==> src/rtl/branch_condition_unit.sv <==
// branch_condition_unit
//   Consumer end of the 18-bit magnitude comparator. It keeps the last one-hot
//   compare result in a flag register, accepts one conditional branch at a
//   time, resolves the branch condition against those flags and presents the
//   next PC to fetch over a valid/ready handshake.
// Ports
//   clk, rst_n                  clock, synchronous active-low reset
//   cmp_valid/equal/greater/less comparator result strobe and flags
//   br_valid/ready/cond/target/fallthru  branch request handshake
//   redir_valid/ready/addr/taken         redirect handshake toward fetch
//   flags_valid, flag_eq/gt/lt  flag register state
//   err_flags                   sticky: a compare strobe was not one-hot
module branch_condition_unit #(
  parameter int ADDR_W = 18
) (
  input  logic              clk,
  input  logic              rst_n,
  input  logic              cmp_valid,
  input  logic              cmp_equal,
  input  logic              cmp_greater,
  input  logic              cmp_less,
  input  logic              br_valid,
  output logic              br_ready,
  input  logic [2:0]        br_cond,
  input  logic [ADDR_W-1:0] br_target,
  input  logic [ADDR_W-1:0] br_fallthru,
  output logic              redir_valid,
  input  logic              redir_ready,
  output logic [ADDR_W-1:0] redir_addr,
  output logic              redir_taken,
  output logic              flags_valid,
  output logic              flag_eq,
  output logic              flag_gt,
  output logic              flag_lt,
  output logic              err_flags
);

  localparam logic [2:0] C_ALW = 3'd0, C_EQ = 3'd1, C_NE = 3'd2, C_GT = 3'd3,
                         C_LT  = 3'd4, C_GE = 3'd5, C_LE = 3'd6, C_NEV = 3'd7;

  typedef enum logic [1:0] {S_IDLE, S_EVAL, S_WAIT_FLAGS, S_REDIRECT} state_t;

  state_t              r_state, w_state_nxt;
  logic [2:0]          r_cond;
  logic [ADDR_W-1:0]   r_target, r_fallthru;
  logic                r_flags_valid, r_eq, r_gt, r_lt, r_err;
  logic                r_redir_valid, r_redir_taken;
  logic [ADDR_W-1:0]   r_redir_addr;

  logic w_cmp_onehot, w_cmp_ok, w_br_fire, w_needs_flags, w_taken;
  logic w_capture, w_redir_load, w_redir_clr;

  // exactly one of three bits set: odd parity rules out 0 and 2, and the AND
  // rules out all three
  assign w_cmp_onehot = (cmp_equal ^ cmp_greater ^ cmp_less) &
                        ~(cmp_equal & cmp_greater & cmp_less);
  assign w_cmp_ok     = cmp_valid & w_cmp_onehot;

  assign br_ready      = (r_state == S_IDLE) & rst_n;
  assign w_br_fire     = br_valid & br_ready;
  assign w_needs_flags = (r_cond != C_ALW) && (r_cond != C_NEV);

  always_comb begin
    w_taken = 1'b0;
    case (r_cond)
      C_ALW:   w_taken = 1'b1;
      C_EQ:    w_taken = r_eq;
      C_NE:    w_taken = ~r_eq;
      C_GT:    w_taken = r_gt;
      C_LT:    w_taken = r_lt;
      C_GE:    w_taken = r_gt | r_eq;
      C_LE:    w_taken = r_lt | r_eq;
      default: w_taken = 1'b0;
    endcase
  end

  always_comb begin
    w_state_nxt  = r_state;
    w_capture    = 1'b0;
    w_redir_load = 1'b0;
    w_redir_clr  = 1'b0;
    case (r_state)
      S_IDLE: if (w_br_fire) begin
        w_capture   = 1'b1;
        w_state_nxt = S_EVAL;
      end
      S_EVAL: if (w_needs_flags && !r_flags_valid) begin
        w_state_nxt = S_WAIT_FLAGS;
      end else begin
        w_redir_load = 1'b1;
        w_state_nxt  = S_REDIRECT;
      end
      // the new flags land at the same edge, so EVAL sees them next cycle
      S_WAIT_FLAGS: if (w_cmp_ok) w_state_nxt = S_EVAL;
      S_REDIRECT: if (redir_ready) begin
        w_redir_clr = 1'b1;
        w_state_nxt = S_IDLE;
      end
      default: w_state_nxt = S_IDLE;
    endcase
  end

  always_ff @(posedge clk) begin
    if (!rst_n) begin
      r_state       <= S_IDLE;
      r_cond        <= C_ALW;
      r_target      <= '0;
      r_fallthru    <= '0;
      r_flags_valid <= 1'b0;
      r_eq          <= 1'b0;
      r_gt          <= 1'b0;
      r_lt          <= 1'b0;
      r_err         <= 1'b0;
      r_redir_valid <= 1'b0;
      r_redir_taken <= 1'b0;
      r_redir_addr  <= '0;
    end else begin
      r_state <= w_state_nxt;
      // flag register tracks the comparator in every state
      if (w_cmp_ok) begin
        r_flags_valid <= 1'b1;
        r_eq          <= cmp_equal;
        r_gt          <= cmp_greater;
        r_lt          <= cmp_less;
      end else if (cmp_valid) begin
        r_err <= 1'b1;
      end
      if (w_capture) begin
        r_cond     <= br_cond;
        r_target   <= br_target;
        r_fallthru <= br_fallthru;
      end
      if (w_redir_load) begin
        r_redir_valid <= 1'b1;
        r_redir_taken <= w_taken;
        r_redir_addr  <= w_taken ? r_target : r_fallthru;
      end else if (w_redir_clr) begin
        r_redir_valid <= 1'b0;
      end
    end
  end

  assign redir_valid = r_redir_valid;
  assign redir_addr  = r_redir_addr;
  assign redir_taken = r_redir_taken;
  assign flags_valid = r_flags_valid;
  assign flag_eq     = r_eq;
  assign flag_gt     = r_gt;
  assign flag_lt     = r_lt;
  assign err_flags   = r_err;

endmodule

==> config.mk <==
export PLATFORM = sky130hd
export DESIGN_NAME = branch_condition_unit
export DESIGN_NICKNAME = d
export VERILOG_FILES = /design/src/rtl/branch_condition_unit.sv
export SDC_FILE = /design/constraint.sdc
export NUM_CORES = 1
export LEC_CHECK = 0
export BUFFER_PORTS_ARGS = -buffer_cell sky130_fd_sc_hd__buf_2
export CAP_MARGIN = 10
export CORE_UTILIZATION = 35
export CTS_BUF_LIST = sky130_fd_sc_hd__clkbuf_16
export DETAILED_ROUTE_END_ITERATION = 10
export PLACE_DENSITY = 0.6
export SYNTH_ARGS = -nofsm -noshare
export SYNTH_HDL_FRONTEND = slang
export SYNTH_SLANG_ARGS = --single-unit
==> constraint.sdc <==
create_clock -name clk -period 1.8 [get_ports clk]
set_clock_uncertainty 0.05 [all_clocks]
set_input_delay 0.09 -clock clk [delete_from_list [all_inputs] [get_ports clk]]
set_output_delay 0.09 -clock clk [all_outputs]
set_load 0.05 [all_outputs]
==> PnR_summary.wiki, run 1 <==
{| class="wikitable"
! Metric !! Value
|-
| Status || finished, final reports clean
|-
| Switching Power || 0.00140 W
|-
| Core area || 7850 um^2
|-
| Hold Slack || 24.1 ps
|-
| Die Wd || 92.7 um
|-
| Most used cell along the critical path || buf_4
|-
| Max stage delay cell, worst path || dfxtp_2
|-
| Headroom to the max-slew limit || 60.8%
|-
| Buffer cell driving the clock tree root || clkbuf_16
|-
| Die Outline Area || 8600 um^2
|-
| Last weighted congestion value of the routability-driven placer || 0.771
|-
| Min-delay worst type || input port to flop
|-
| Iteration-0 DRC count of the detailed router || 147
|-
| Initial Utilization || 36.7%
|-
| Area growth syn-to-layout || 41.1%
|-
| Library cells used by synthesis || 34
|-
| CTS tree || done
|-
| Deepest clock path buffer count || 2
|-
| Crit path required time || 1940 ps
|-
| Average footprint of a synthesized cell || 8.73 um^2
|-
| Total standard cell area after synthesis || 2880 um^2
|-
| Net switching fraction of the power || 32.3%
|-
| Post-detailed-route count of antenna-violating nets || 0
|-
| 1st-pass router iterations || 4
|-
| Average wire length per cell after detail routing || 12.6 um
|-
| Number of top-level pins || 73
|-
| Worst min-delay path startpoint || redir_ready
|-
| Internal Pwr Total || 0.00294 W
|-
| Clock slew seen by the registers of the worst setup and hold paths || 50 ps
|-
| Number of H-tree branching levels || 3
|-
| Setup repair after global routing missed its margin || no
|-
| Part of the total power dissipated in the clock network || 34.2%
|-
| Largest net degree at the start of global routing || 80
|-
| Worst vdd rail ir drop || 0.446 mV
|-
| Dominant register cell in the synthesized netlist || dfxtp_1
|-
| Count of inserted antenna diode cells || 0
|-
| Number of global-route vias before repair || 2383
|-
| Total of max-cap violations || 0
|-
| Dominant cells by area after synthesis || dfxtp_1, a211oi_2, nand2_1
|-
| Total congestion overflow after global routing || 0
|-
| Crit path launch type || flop
|-
| Final count of hold timing violations || 0
|-
| Total buffers and inverters traversed by the critical path || 2
|-
| Number of setup buffers added after CTS || 0
|-
| Number of pins with negative max-slew slack in the final report || 0
|-
| Part of the power in combinational logic || 25.3%
|-
| Post-detailed-routing wire length || 6870 um
|-
| Sequential cell fraction of total power || 40.5%
|-
| Warnings from Yosys || 0
|-
| Register bit count reported by yosys || 66
|-
| Vias/cell || 4.75
|-
| Synthesized instance count || 330
|-
| Share of flip-flops with an asynchronous set or reset after synthesis || 0%
|-
| Overall Global Routing Usage || 17.0%
|-
| Die extent in y || 92.7 um
|-
| TritonCTS Sinks || 66
|-
| Share of the yosys chip area belonging to registers || 45.9%
|-
| CP Capture Type || flop
|-
| Worst Path Max Fanout || 13
|-
| Portion of synthesized cell area occupied by the leading cell type || 45.9%
|-
| Delay-heaviest family, CP || flip-flops
|-
| Number of clock buffers inserted by TritonCTS || 9
|-
| Clock period minus final worst setup slack || 1680 ps
|-
| Final TNS setup || 0 ps
|-
| Placed Instances || 489
|-
| Ratio of cells with drive above 1 in the final layout || 30.1%
|-
| Largest stage delay, worst path || 420 ps
|-
| Final Non-Filler Cells || 547
|-
| Row count || 32
|-
| Setup Viol. Count Final || 0
|-
| Final cycle utilization of the critical path || 93.1%
|-
| Most used standard cells in the synthesized netlist || nand2_1, dfxtp_1, o21ai_0
|-
| Clock insertion delay at the later pin of the skew report || 320 ps
|-
| Worst path arrival time || 1820 ps
|-
| Launch point of the worst path || r_cond[1]
|-
| DR DRC count || 0
|-
| Vias || 2598
|-
| Leakage power figure || 1.63 nW
|-
| Highest achievable clock rate || 0.596 GHz
|-
| EDFF count, synth || 0
|-
| R2r startpoint || r_cond[1]
|-
| Kind of critical path || flop to flop
|-
| Total number of nets in the final design || 488
|-
| Actual slew at the worst max-slew pin || 589 ps
|-
| Wire length of the first global-routing pass || 11400 um
|-
| Initial antenna violation count || 0
|-
| Port-buffer cells || 72
|-
| Top cell type by total area after synthesis || dfxtp_1
|-
| Syn nets || 378
|-
| Cell area power density || 1070 nW/um^2
|-
| Final HPWL from detailed placement || 4460 um
|-
| Fillers || 779
|-
| Leading cell type by number of instances after synthesis || nand2_1
|-
| Cell-by-cell trace of the critical path || nor4bb_1 > buf_4 > a211oi_4 > buf_4 > a211oi_1 > a211oi_2
|}
==> power by group through the flow <==
stage / Clock, W / Sequential (W) / Combinational [W]
after CTS: 0.00152 / 0.00175 / 0.00111
after global placement: 0 / 0.00178 / 0.00102
after global routing: 0.00158 / 0.00178 / 0.00120
final: 0.00148 / 0.00176 / 0.00110
after floorplan: 0 / 0.00200 / 0.000538
after detailed placement: 0 / 0.00178 / 0.00103
==> cell usage in the layout, fill, tap and decap left out, types with 2 or more instances in the layout <==
master	n
nor2_1	20
buf_4	8
nand3_1	2
mux2i_1	2
dfxtp_2	2
nor3b_1	4
a211oi_2	27
buf_12	4
o21ai_0	58
a21boi_0	3
a211oi_1	10
nand2_1	83
dlygate4sd3_1	42
buf_2	72
dfxtp_1	64
inv_1	5
clkbuf_16	9
clkinv_2	2
nor2b_1	5
clkinv_1	3
==> final timing paths <==
kind / end / cells after the start / slack [ps]
worst max-delay path: redir_addr[0] / 6 / 120
worst min-delay path: r_state[1] / 4 / 20
worst max register to register: redir_addr[0] / 6 / 120
worst min register to register: err_flags / 1 / 410
==> worst reg2reg max path, stage by stage (launching register included) <==
cell and delay, ps:
dfxtp_2 420, nor4bb_1 300, buf_4 170, a211oi_4 40, buf_4 220, a211oi_1 300
a211oi_2 60
==> metrics by stage <==
| stage | worst slack (ps) | utilization (%) | power [W] | instance area, um^2 |
|---|---|---|---|---|
| CTS | 15.5 | 51.7 | 0.00438 | 4060 |
| global route | 10.6 | 51.8 | 0.00455 | 4070 |
| global placement | 143 | 43.1 | 0.00280 | 3380 |
| floorplan | 26.5 | - | 0.00254 | 2890 |
| detailed placement | 62.3 | 43.1 | 0.00282 | 3380 |
| finish | 124 | 51.8 | 0.00434 | 4070 |
==> area by class of cell <==
class	count	area, um^2	share of cell area (%)
Sequential cell	66	1320	32.6
Inverter	3	11.3	0.277
Multi-Input combinational cell	234	1430	35.1
Clock inverter	7	28.8	0.708
Clock buffer	9	225	5.54
Tap cell	102	128	3.14
Timing Repair Buffer	126	921	22.7
==> metal layers <==
layer,vias up,share of wire (%),global-route usage [%]
met5,-,0,0
met3,8,3.4,4.02
li1,1363,-,-
met4,0,1.4,7.05
met2,45,46,26.3
met1,1182,49,22.6
==> flip-flops by register name (all words and copies together) (netlist names) <==
signal,count
flag_eq,1
err_flags,1
flags_valid,1
redir_valid,1
redir_addr,18
r_target,18
r_cond,3
r_state,2
flag_gt,1
redir_taken,1
flag_lt,1
r_fallthru,18
==> cells by family (layout without fill, tap and decap cells) <==
group	count (synthesis)	count (layout)	share of synthesized area (%)
buf+inv	30	145	6.30
compound gates	107	107	28.1
flops	66	66	45.9
mux	2	2	0.695
fa+ha+maj	1	1	0.434
simple gates	124	124	18.7
==> repair_timing <==
action | CTS | global route
resized for setup | 1 | 2
setup endpoints to repair | 1 | 2
hold buffers | 42 | 0
endpoints found under the hold margin | 42 | 0
cloned | 0 | 0
(Power assumes the default switching activity.)
==> inputs of run 2 (changes only) <==
SETUP_SLACK_MARGIN = 0.3   (was default)
==> PnR_summary.wiki, run 2 (synthesized netlist as in run 1, its figures left out) <==
{| class="wikitable"
! Metric !! Value
|-
| Vias || 2665 (was 2598)
|-
| Largest stage delay, worst path || 380 ps (was 420 ps)
|-
| Worst path arrival time || 1700 ps (was 1820 ps)
|-
| Total buffers and inverters traversed by the critical path || 1 (was 2)
|-
| Max stage delay cell, worst path || dfxtp_4 (was dfxtp_2)
|-
| Actual slew at the worst max-slew pin || 620 ps (was 589 ps)
|-
| Number of global-route vias before repair || 2572 (was 2383)
|-
| Number of pins with negative max-slew slack in the final report || 0 (unchanged)
|-
| Clock insertion delay at the later pin of the skew report || 320 ps (about the same)
|-
| Buffer cell driving the clock tree root || clkbuf_16 (unchanged)
|-
| Deepest clock path buffer count || 2 (unchanged)
|-
| Count of inserted antenna diode cells || 0 (unchanged)
|-
| Post-layout worst setup margin || 256 ps (was 124 ps)
|-
| Iteration-0 DRC count of the detailed router || 136 (was 147)
|-
| Cell area power density || 1070 nW/um^2 (about the same)
|-
| Post-detailed-routing wire length || 7410 um (was 6870 um)
|-
| Kind of critical path || flop to flop (unchanged)
|-
| Initial Utilization || 36.7% (unchanged)
|-
| TritonCTS Sinks || 66 (unchanged)
|-
| Leakage power figure || 1.75 nW (was 1.63 nW)
|-
| Crit path required time || 1960 ps (was 1940 ps)
|-
| Overall Global Routing Usage || 18.1% (was 17.0%)
|-
| Final HPWL from detailed placement || 4580 um (was 4460 um)
|-
| Pre-CTS WS || 108 ps (was 62.3 ps)
|-
| Placed Instances || 492 (was 489)
|-
| Initial antenna violation count || 0 (unchanged)
|-
| Headroom to the max-slew limit || 58.7% (was 60.8%)
|-
| Delay-heaviest family, CP || compound AO/OA/AOI/OAI gates (was flip-flops)
|-
| Min-delay worst type || input port to flop (unchanged)
|-
| DR DRC count || 0 (unchanged)
|-
| Worst vdd rail ir drop || 0.546 mV (was 0.446 mV)
|-
| Setup Viol. Count Final || 0 (unchanged)
|-
| Status || finished, final reports clean (unchanged)
|-
| Die Outline Area || 8600 um^2 (unchanged)
|-
| Row count || 32 (unchanged)
|-
| Last weighted congestion value of the routability-driven placer || 0.776 (was 0.771)
|-
| Largest net degree at the start of global routing || 66 (was 80)
|-
| Crit path launch type || flop (unchanged)
|-
| Clock period minus final worst setup slack || 1540 ps (was 1680 ps)
|-
| 1st-pass router iterations || 4 (unchanged)
|-
| Leading cell type in the layout, fill and taps excluded || nand2_1 (unchanged)
|-
| Area of placed instances || 3400 um^2 (was 3380 um^2)
|-
| Area growth syn-to-layout || 50.7% (was 41.1%)
|-
| Fin area || 4340 um^2 (was 4070 um^2)
|-
| Fillers || 740 (was 779)
|-
| Commonest cells after routing, fill and taps aside || nand2_1, buf_2, dfxtp_1 (unchanged)
|-
| Number of top-level pins || 73 (unchanged)
|-
| Post-detailed-route count of antenna-violating nets || 0 (unchanged)
|-
| Wire length of the first global-routing pass || 12200 um (was 11400 um)
|-
| Worst R2R Setup Slack || 260 ps (was 120 ps)
|-
| Total congestion overflow after global routing || 0 (unchanged)
|-
| Core area || 7850 um^2 (unchanged)
|-
| Clock slew seen by the registers of the worst setup and hold paths || 50 ps (about the same)
|-
| Vias/cell || 4.78 (was 4.75)
|-
| Final cycle utilization of the critical path || 85.8% (was 93.1%)
|-
| Highest achievable clock rate || 0.648 GHz (was 0.596 GHz)
|-
| Final Non-Filler Cells || 557 (was 547)
|-
| Cell-by-cell trace of the critical path || and3_4 > o31a_1 > buf_4 > o21ai_0 > a211oi_2 (was nor4bb_1 > buf_4 > a211oi_4 > buf_4 > a211oi_1 > a211oi_2)
|-
| Average wire length per cell after detail routing || 13.3 um (was 12.6 um)
|-
| Final count of hold timing violations || 0 (unchanged)
|-
| Final TNS setup || 0 ps (unchanged)
|-
| Port-buffer cells || 72 (unchanged)
|-
| Ratio of cells with drive above 1 in the final layout || 36.3% (was 30.1%)
|-
| Die extent in y || 92.7 um (unchanged)
|-
| Number of H-tree branching levels || 3 (unchanged)
|-
| Number of clock buffers inserted by TritonCTS || 9 (unchanged)
|-
| Setup repair after global routing missed its margin || yes (was no)
|-
| Total of max-cap violations || 0 (unchanged)
|-
| Worst Path Max Fanout || 10 (was 13)
|-
| Total number of nets in the final design || 498 (was 488)
|-
| Die Wd || 92.7 um (unchanged)
|-
| CP Capture Type || flop (unchanged)
|-
| CTS tree || done (unchanged)
|}
==> run 2: layer usage <==
| metal | part of all wire [%] | track usage (%) |
|---|---|---|
| met1 | 48 | 23.2 |
| met5 | 0 | 0 |
| met2 | 47 | 29.3 |
| met3 | 3.1 | 3.20 |
| met4 | 2.2 | 8.59 |
==> run 2: worst reg2reg max path, cell delays in order (launching register included) <==
cell and delay [ps]:
dfxtp_4 380, and3_4 220, o31a_1 320, buf_4 190, o21ai_0 210, a211oi_2 70
==> run 2: path summary, 6_finish.rpt <==
| check | start | to | depth (start not counted) |
|---|---|---|---|
| worst max-delay path | r_cond[2] | redir_addr[8] | 5 |
| worst min-delay path | redir_ready | r_state[1] | 4 |
| worst max register to register | r_cond[2] | redir_addr[8] | 5 |
| worst min register to register | r_target[7] | r_target[7] | 2 |
==> run 2: timing repair <==
item | 4_1_cts | 5_1_grt
endpoints found under the setup margin | 19 | 50
gates resized for setup | 24 | 17
pin swaps | 4 | 2
hold buffers | 42 | 0
gates cloned | 1 | 1
hold endpoints to repair | 42 | 0
setup buffers | 3 | 2
==> run 2: final cells by class <==
class	count	area (um^2)	area share, %
Clock inverter	7	53.8	1.24
Tap cell	102	128	2.94
Timing Repair Buffer	136	1060	24.4
Clock buffer	9	225	5.19
Sequential cell	66	1350	31.0
Inverter	3	11.3	0.259
Multi-Input combinational cell	234	1520	35.0
==> run 2: report_power, final <==
| part | switching, W | total (W) | internal [W] |
|---|---|---|---|
| combinational | 0.000738 | 0.00124 | 0.000505 |
| clock | 0.000586 | 0.00163 | 0.00104 |
| sequential | 0.000139 | 0.00177 | 0.00163 |
==> run 2: per-stage QoR <==
stage / utilization [%] / hold slack [ps] / power, W
floorplan: - / 149 / 0.00255
global placement: 43.4 / 234 / 0.00280
detailed placement: 43.4 / 239 / 0.00281
CTS: 54.1 / 2.40 / 0.00462
global route: 55.3 / 35.6 / 0.00487
finish: 55.3 / 8.55 / 0.00465
==> inputs of run 3 (changes only) <==
PLACE_DENSITY = 0.64   (was 0.6)
==> PnR_summary.wiki, run 3 (synthesized netlist as in run 1, its figures left out) <==
{| class="wikitable"
! Metric !! Value
|-
| Die Wd || 92.7 um (unchanged)
|-
| Part of the power in combinational logic || 26.2% (was 26.7%)
|-
| Total of max-cap violations || 0 (unchanged)
|-
| Ratio of cells with drive above 1 in the final layout || 35.4% (was 36.3%)
|-
| Setup Viol. Count Final || 0 (unchanged)
|-
| Final TNS setup || 0 ps (unchanged)
|-
| Part of the total power dissipated in the clock network || 35.4% (was 35.1%)
|-
| Launch point of the worst path || r_cond[0] (was r_cond[2])
|-
| Crit path required time || 1950 ps (was 1960 ps)
|-
| Port-buffer cells || 72 (unchanged)
|-
| Leading cell type in the layout, fill and taps excluded || nand2_1 (unchanged)
|-
| DR DRC count || 0 (unchanged)
|-
| Number of global-route vias before repair || 2565 (was 2572)
|-
| Row count || 32 (unchanged)
|-
| Area of the multi-input gates || 1520 um^2 (about the same)
|-
| Count of inserted antenna diode cells || 0 (unchanged)
|-
| R2r startpoint || r_cond[0] (was r_cond[2])
|-
| Critical path destination || redir_addr[17] (was redir_addr[8])
|-
| Net switching fraction of the power || 31.8% (was 31.5%)
|-
| Number of top-level pins || 73 (unchanged)
|-
| Total number of nets in the final design || 490 (was 498)
|-
| Final cycle utilization of the critical path || 88.4% (was 85.8%)
|-
| Fin area || 4280 um^2 (was 4340 um^2)
|-
| Initial antenna violation count || 0 (unchanged)
|-
| Area of placed instances || 3370 um^2 (was 3400 um^2)
|-
| Status || finished, final reports clean (unchanged)
|-
| Setup repair after global routing missed its margin || yes (unchanged)
|-
| Total congestion overflow after global routing || 0 (unchanged)
|-
| Average wire length per cell after detail routing || 13.8 um (was 13.3 um)
|-
| Initial Utilization || 36.7% (unchanged)
|-
| Number of H-tree branching levels || 3 (unchanged)
|-
| Die extent in y || 92.7 um (unchanged)
|-
| Clock insertion delay at the later pin of the skew report || 330 ps (was 320 ps)
|-
| Internal Pwr Total || 0.00316 W (was 0.00318 W)
|-
| Sequential cell fraction of total power || 38.4% (was 38.2%)
|-
| Post-detailed-route count of antenna-violating nets || 0 (unchanged)
|-
| Final HPWL from detailed placement || 4530 um (was 4580 um)
|-
| Leakage power figure || 1.70 nW (was 1.75 nW)
|-
| Iteration-0 DRC count of the detailed router || 131 (was 136)
|-
| Headroom to the max-slew limit || 76.0% (was 58.7%)
|-
| Fillers || 736 (was 740)
|-
| Clock slew seen by the registers of the worst setup and hold paths || 60 ps (was 50 ps)
|-
| Die Outline Area || 8600 um^2 (unchanged)
|-
| CTS tree || done (unchanged)
|-
| Overall Global Routing Usage || 18.0% (was 18.1%)
|-
| Last weighted congestion value of the routability-driven placer || 0.803 (was 0.776)
|-
| Placed Instances || 488 (was 492)
|-
| Core area || 7850 um^2 (unchanged)
|-
| Worst path arrival time || 1740 ps (was 1700 ps)
|-
| Worst R2R Setup Slack || 210 ps (was 260 ps)
|-
| Vias/cell || 4.84 (was 4.78)
|-
| Highest achievable clock rate || 0.629 GHz (was 0.648 GHz)
|-
| Kind of critical path || flop to flop (unchanged)
|-
| Worst Path Max Fanout || 18 (was 10)
|-
| Area taken by flip-flops and latches || 1350 um^2 (unchanged)
|-
| Deepest clock path buffer count || 2 (unchanged)
|-
| Post-detailed-routing wire length || 7550 um (was 7410 um)
|-
| CP Capture Type || flop (unchanged)
|-
| Crit path launch type || flop (unchanged)
|-
| Wire length of the first global-routing pass || 12200 um (unchanged)
|-
| Actual slew at the worst max-slew pin || 359 ps (was 620 ps)
|-
| Reg-to-reg critical path endpoint || redir_addr[17] (was redir_addr[8])
|-
| Final count of hold timing violations || 0 (unchanged)
|-
| Post-layout utilization of the core || 54.6% (was 55.3%)
|-
| Number of clock buffers inserted by TritonCTS || 9 (unchanged)
|-
| Number of pins with negative max-slew slack in the final report || 0 (unchanged)
|-
| Cell area power density || 1080 nW/um^2 (was 1070 nW/um^2)
|-
| TritonCTS Sinks || 66 (unchanged)
|-
| Worst vdd rail ir drop || 0.470 mV (was 0.546 mV)
|-
| Cell depth of the worst flop-to-flop path || 6 (was 5)
|-
| Clock period minus final worst setup slack || 1590 ps (was 1540 ps)
|-
| Final Non-Filler Cells || 548 (was 557)
|-
| Commonest cells after routing, fill and taps aside || nand2_1, buf_2, dfxtp_1 (unchanged)
|-
| Largest net degree at the start of global routing || 80 (was 66)
|-
| 1st-pass router iterations || 4 (unchanged)
|-
| Min-delay worst type || input port to flop (unchanged)
|-
| Area growth syn-to-layout || 48.7% (was 50.7%)
|-
| Vias || 2652 (was 2665)
|-
| Buffer cell driving the clock tree root || clkbuf_16 (unchanged)
|-
| Switching Power || 0.00147 W (was 0.00146 W)
|}
-- run 3: repair_timing --
action | in CTS | in global routing
cloned | 0 | 2
resized for setup | 14 | 26
setup buffers | 0 | 1
setup endpoints to repair | 19 | 21
pin swaps | 0 | 6
endpoints found under the hold margin | 42 | 0
hold buffers | 42 | 0
-- run 3: layout make-up --
type,count,share of cell area (%)
Sequential cell,66,31.4
Inverter,3,0.263
Multi-Input combinational cell,234,35.5
Tap cell,102,2.98
Clock inverter,6,1.20
Clock buffer,9,5.26
Timing Repair Buffer,128,23.4
-- run 3: stage by stage --
stage | hold WS, ps | total power (W) | setup slack [ps]
2_1_floorplan | 149 | 0.00255 | 170
3_3_place_gp | 233 | 0.00279 | 112
3_5_place_dp | 239 | 0.00280 | 25.5
4_1_cts | 4.57 | 0.00455 | 210
5_1_grt | 42.8 | 0.00483 | 155
6_report | 10.0 | 0.00463 | 209
-- run 3: critical path: stages, from the launching register on --
cell       delay, ps
dfxtp_4          430
and3_4           260
o31ai_4           80
buf_6            140
clkbuf_16        190
a211oi_1         260
a211oi_2          60
-- run 3: layer usage --
metal | wire length (um) | part of all wire (%) | track usage (%)
met5 | 0 | 0 | 0
met3 | 235 | 3.1 | 3.53
met2 | 3670 | 49 | 28.2
met4 | 149 | 2.0 | 9.49
met1 | 3490 | 46 | 23.4
-- run 3: worst min path at each step --
stage,endpoint,slack (ps),startpoint,cells after the start
4_1_cts,r_state[1],5,redir_ready,4
3_5_place_dp,r_fallthru[15],240,br_fallthru[15],3
2_1_floorplan,r_cond[0],150,br_cond[0],2
3_3_place_gp,r_fallthru[5],230,br_fallthru[5],3
5_1_grt,r_state[1],40,redir_ready,4
6_report,r_state[1],10,redir_ready,4
-- run 3: power groups by stage --
stage          logic, W  clock network (W)  registers, W
2_1_floorplan  0.000551                  0       0.00200
3_3_place_gp    0.00100                  0       0.00178
3_5_place_dp    0.00101                  0       0.00179
4_1_cts         0.00111            0.00167       0.00177
5_1_grt         0.00131            0.00173       0.00180
6_report        0.00121            0.00164       0.00178
